--- src/rtl/stream_reg_arbiter.sv ---
// stream_reg_arbiter
//   Shares one output stream register (valid/ready payload holder) between
//   NUM_REQ requesters. Arbitration is round-robin. A word with req_last = 0
//   locks the arbiter to that requester until its last word is accepted, so
//   a burst from one requester is never interleaved with other requesters.
//
// Ports
//   clk             system clock, all state on the rising edge
//   rst             synchronous active-low reset (0 = reset)
//   req_valid       per-requester word valid
//   req_payload     requester i data at bits [i*WIDTH +: WIDTH]
//   req_last        final word of a burst (1 = single-word write)
//   req_ready       per-requester accept, one-hot or zero
//   output__valid   output register holds a word
//   output__payload held word
//   output__ready   downstream accepts
//   grant_id        requester index of the word in the output register
//   locked          arbiter is locked to a burst owner
module stream_reg_arbiter #(
  parameter int NUM_REQ = 4,
  parameter int WIDTH   = 32,
  parameter int ID_W    = $clog2(NUM_REQ)
) (
  input  logic                     clk,
  input  logic                     rst,
  input  logic [NUM_REQ-1:0]       req_valid,
  input  logic [NUM_REQ*WIDTH-1:0] req_payload,
  input  logic [NUM_REQ-1:0]       req_last,
  output logic [NUM_REQ-1:0]       req_ready,
  output logic                     output__valid,
  output logic [WIDTH-1:0]         output__payload,
  input  logic                     output__ready,
  output logic [ID_W-1:0]          grant_id,
  output logic                     locked
);

  typedef enum logic {IDLE, LOCKED} state_t;

  state_t            state_q, state_d;
  logic [ID_W-1:0]   owner_q, owner_d;
  logic [ID_W-1:0]   rr_ptr_q, rr_ptr_d;
  logic              out_valid_q, out_valid_d;
  logic [WIDTH-1:0]  out_payload_q, out_payload_d;
  logic [ID_W-1:0]   grant_id_q, grant_id_d;

  logic              accept;
  logic              win_found;
  logic [ID_W-1:0]   win_idx;
  logic [ID_W-1:0]   cand;
  logic              sel_valid;
  logic [ID_W-1:0]   sel_idx;
  logic [WIDTH-1:0]  payload_arr [NUM_REQ];

  // Slice the flat payload bus into one word per requester.
  for (genvar gi = 0; gi < NUM_REQ; gi++) begin : g_slice
    assign payload_arr[gi] = req_payload[gi*WIDTH +: WIDTH];
  end

  // The register can take a new word when empty or draining this cycle.
  assign accept = !out_valid_q || output__ready;

  // Round-robin search starting just after the last granted index. The
  // candidate wraps explicitly at NUM_REQ-1 so non-power-of-two counts never
  // land on an index that has no requester.
  always_comb begin
    win_found = 1'b0;
    win_idx   = rr_ptr_q;
    cand      = rr_ptr_q;
    for (int k = 0; k < NUM_REQ; k++) begin
      cand = (cand == ID_W'(NUM_REQ - 1)) ? '0 : cand + 1'b1;
      if (!win_found && req_valid[cand]) begin
        win_found = 1'b1;
        win_idx   = cand;
      end
    end
  end

  // FSM: state register
  always_ff @(posedge clk) begin
    if (!rst) begin
      state_q <= IDLE;
    end else begin
      state_q <= state_d;
    end
  end

  // FSM: next state
  always_comb begin
    state_d = state_q;
    case (state_q)
      IDLE:   if (sel_valid && !req_last[sel_idx]) state_d = LOCKED;
      LOCKED: if (sel_valid && req_last[sel_idx])  state_d = IDLE;
      default: state_d = IDLE;
    endcase
  end

  // FSM: outputs (grant selection and lock flag)
  always_comb begin
    sel_idx   = win_idx;
    sel_valid = accept && win_found;
    if (state_q == LOCKED) begin
      sel_idx   = owner_q;
      sel_valid = accept && req_valid[owner_q];
    end
    // No requester is accepted while reset is asserted.
    if (!rst) sel_valid = 1'b0;
  end

  for (genvar gi = 0; gi < NUM_REQ; gi++) begin : g_ready
    assign req_ready[gi] = sel_valid && (sel_idx == ID_W'(gi));
  end

  assign locked = (state_q == LOCKED);

  // Pointer and owner only move on a fresh grant from IDLE; while locked the
  // owner is by construction the last granted index already.
  always_comb begin
    rr_ptr_d = rr_ptr_q;
    owner_d  = owner_q;
    if (state_q == IDLE && sel_valid) begin
      rr_ptr_d = sel_idx;
      owner_d  = sel_idx;
    end
  end

  // Output register: load on transfer in (replaces a draining word with no
  // bubble), otherwise clear valid on transfer out. Payload and id persist.
  always_comb begin
    out_valid_d   = out_valid_q;
    out_payload_d = out_payload_q;
    grant_id_d    = grant_id_q;
    if (sel_valid) begin
      out_valid_d   = 1'b1;
      out_payload_d = payload_arr[sel_idx];
      grant_id_d    = sel_idx;
    end else if (output__ready) begin
      out_valid_d   = 1'b0;
    end
  end

  always_ff @(posedge clk) begin
    if (!rst) begin
      owner_q       <= '0;
      rr_ptr_q      <= ID_W'(NUM_REQ - 1);
      out_valid_q   <= 1'b0;
      out_payload_q <= '0;
      grant_id_q    <= '0;
    end else begin
      owner_q       <= owner_d;
      rr_ptr_q      <= rr_ptr_d;
      out_valid_q   <= out_valid_d;
      out_payload_q <= out_payload_d;
      grant_id_q    <= grant_id_d;
    end
  end

  assign output__valid   = out_valid_q;
  assign output__payload = out_payload_q;
  assign grant_id        = grant_id_q;

endmodule
--- config.mk ---
export PLATFORM = sky130hd
export DESIGN_NAME = stream_reg_arbiter
export DESIGN_NICKNAME = d
export VERILOG_FILES = /design/src/rtl/stream_reg_arbiter.sv
export SDC_FILE = /design/constraint.sdc
export NUM_CORES = 1
export LEC_CHECK = 0
export BUFFER_PORTS_ARGS = -buffer_cell sky130_fd_sc_hd__buf_2
export CORE_MARGIN = 2
export CORE_UTILIZATION = 41
export CTS_CLUSTER_SIZE = 20
export DETAILED_ROUTE_END_ITERATION = 10
export PLACE_DENSITY = 0.82
export SETUP_SLACK_MARGIN = 0.05
export SLEW_MARGIN = 20
export SYNTH_ARGS = -nofsm -noshare
export SYNTH_HDL_FRONTEND = slang
export SYNTH_SLANG_ARGS = --single-unit
--- constraint.sdc ---
create_clock -name clk -period 2.7 [get_ports clk]
set_input_delay 0.405 -clock clk [delete_from_list [all_inputs] [get_ports clk]]
set_output_delay 0.405 -clock clk [all_outputs]
set_load 0.005 [all_outputs]
==> impl_metrics.toml <==
[run_status]
status = "complete, but fails checks"
violations = "setup timing"

[placement]
port_buffers = 178
dp_slack_ns = -0.1415
gp_congestion = 0.9007
post-dp-hpwl_um = 7813

[sta]
skew_ns = 0.008669
tns_ns = -0.3718
rsz0062_at_grt = "true"
fmax_ghz = 0.3630
timing.final.crit_share_pct = 102.0
setup_viol = 13
maxSlewHeadroom_pct = 44.43
maxSlewViolCount = 0
period_needed_ns = 2.755
hold_viol_final = 0
fin_ws_ns = -0.05476
tightestPinTransition_ns = 0.8326

[cts]
clk-insertion-delay-late_ns = 0.30
htreeDepth = 2
clk_path_buf_depth = 2
cts_tree = "done"
cts_inserted_buffers = 5
cts_sinks = 40
cts-root-buf = "clkbuf_8"
cts.reportedPaths.clkPinSlew_ns = 0.09
cts_hold_buf = 0

[global_route]
track_usage_pct = 24.62
antenna_found_initial = 0
grt_pass1_vias = 3490
grt_max_degree = 29
grt_pass1_wl_um = 17000
grt_overflow = 0

[final_layout]
area_growth_syn_to_layout_pct = 50.94
nets = 689
multiInputGateArea_um2 = 2341
seq_area_um2 = 808.3
fillers = 628
antenna_cells = 0
drive_gt1_share_pct = 50.09
final_common_cell = "buf_2"
mostFrequentLayoutCells = "buf_2 (178), mux2i_1 (68), dfxtp_1 (38)"

[synthesis]
syn_inst = 354
synth_area_per_cell_um2 = 9.020
ys_seq_area_share_pct = 25.08
ys_ff_latch = 40
synth_cell_types = 54
syn_nets = 494
syn_area_um2 = 3193
ys_warn_count = 0
synthArstFlopShare_pct = 0
synth_ff_type = "dfxtp_1"
synth-edff-count = 0

[routing]
drc = 0
wl_per_cell_um = 17.09
drtIter0Drc = 272
via_per_inst = 5.673
vias = 3693
ant_nets = 0
routed_wl_um = 11120
first_pass_iters = 7

[setup_path]
r2r_setup_slack_ns = -0.05
worst-setup-path-type = "reg -> out"
crit_required_ns = 2.30
timing.rr.start = "rr_ptr_q[0]"
arrival_ns = 2.35
reg2reg_depth = 13
crit_path_end_kind = "output pin"
worstReg2RegEnd = "output__payload[22]"
cp_max_fo = 7
cp-start-kind = "register"

[power]
power_density_nw_per_um2 = 1013
p_leak_nw = 2.330
vdd_drop_max_v = 0.0005837

[worst_hold_path]
hold_path_class = "in -> reg"
min_from = "req_payload[93]"
hold_end = "output__payload[29]"
min_delay_path_depth = 3

[flow_run]
drv_cap = 0

[floorplan]
fp.coreArea_um2 = 7647
die_w_um = 92.25
fp.dieH_um = 92.25
io_pins = 179
start_util_pct = 41.75
die-area_um2 = 8510
rows = 32
[critical path, cell delays in order, from the launching register on]
cell and delay [ns]:
dfxtp_4 0.37, ha_4 0.32, buf_6 0.11, mux2i_4 0.21, nand3b_1 0.15, o211ai_2 0.12, a211oi_4 0.25, buf_6 0.16
nor2_8 0.05, buf_6 0.11, nor2_2 0.08, buf_2 0.12
[cell usage after synthesis (all sizes together) (2+ instances only)]
cell,number,area [um^2]
a221o,3,30.03
nor4,2,12.51
clkbuf,18,71.32
a211oi,3,35.03
nor2b,4,25.02
nor2,23,102.6
mux4,2,45.04
mux2i,70,700.7
o21a,3,22.52
a222oi,20,200.2
dfxtp,40,800.8
nor3b,3,22.52
o21ai,20,100.1
o22a,12,105.1
nand3b,2,15.01
buf,17,116.4
a211o,12,105.1
a22oi,12,90.09
a21oi,5,25.02
nor3,6,35.03
nand2,35,131.4
or4,2,15.01
mux2,14,180.2
o211ai,3,32.53
inv,2,7.510
and2,2,12.51
nor4b,3,26.28
[power by group]
part,internal (mW),switching [mW],leakage (nW)
Sequential,0.824,0.125,0.334
Combinational,1.81,1.53,1.93
Clock,0.364,0.228,0.0642
[per-layer routing]
metal,vias to the layer above,wire (um),part of all wire [%],global-route usage (%)
met1,1739,4438,40,29.88
met2,172,5618,51,43.75
met5,-,0,0,0
met3,24,817,7.3,4.848
li1,1758,-,-,-
met4,0,250,2.2,7.587
[metrics by stage]
stage | util, % | hold WS [ns] | power, mW | instances | area, um^2
2_1_floorplan | - | 0.4563 | 2.807 | 354 | 3226
3_3_place_gp | 56.10 | 0.4467 | 3.554 | 621 | 4290
3_5_place_dp | 56.10 | 0.4525 | 3.621 | 621 | 4290
4_1_cts | 61.06 | 0.4268 | 4.567 | 645 | 4669
5_1_grt | 63.02 | 0.4415 | 5.167 | 651 | 4820
6_report | 63.02 | 0.4351 | 4.883 | 651 | 4820
[registers in the layout (all words and copies together), names as in the netlist, named ones only]
signal and cells:
owner_q 2, output__valid 1, grant_id 2, rr_ptr_q 2, output__payload 32
[cells by family after synthesis]
family / count (synthesis) / share of synthesized area (%)
and+or+nand+nor: 90 / 14.19
AOI/OAI and AO/OA: 98 / 24.84
xor gates and xnor gates: 1 / 0.2743
adders and majority gates: 1 / 0.3918
muxes: 86 / 29.00
DFF: 40 / 25.08
buffers and inverters: 38 / 6.230
[how the worst max path moves through the flow]
stage	start	end	slack, ns	depth (start not counted)
2_1_floorplan	rr_ptr_q[0]	req_ready[2]	0.05	10
3_3_place_gp	req_valid[1]	output__payload[1]	0.002	7
3_5_place_dp	req_valid[1]	output__payload[0]	-0.14	7
4_1_cts	rr_ptr_q[0]	req_ready[1]	0.008	10
5_1_grt	rr_ptr_q[1]	req_ready[0]	-0.16	11
6_report	rr_ptr_q[1]	req_ready[0]	-0.05	11
[area by class of cell]
class | instances | area share [%]
well taps | 102 | 2.648
repair buffers | 223 | 29.10
inverters | 3 | 0.2336
flip-flops and latches | 40 | 16.77
clock buffers | 5 | 1.428
multi-input cells | 276 | 48.57
clock inverters | 2 | 1.246
[repair_timing]
item,4_1_cts,5_1_grt
gates resized for setup,23,19
buffers inserted,17,5
gates cloned,0,1
endpoints found under the setup margin,35,36
pin swaps,10,17
(Power assumes the default switching activity.)
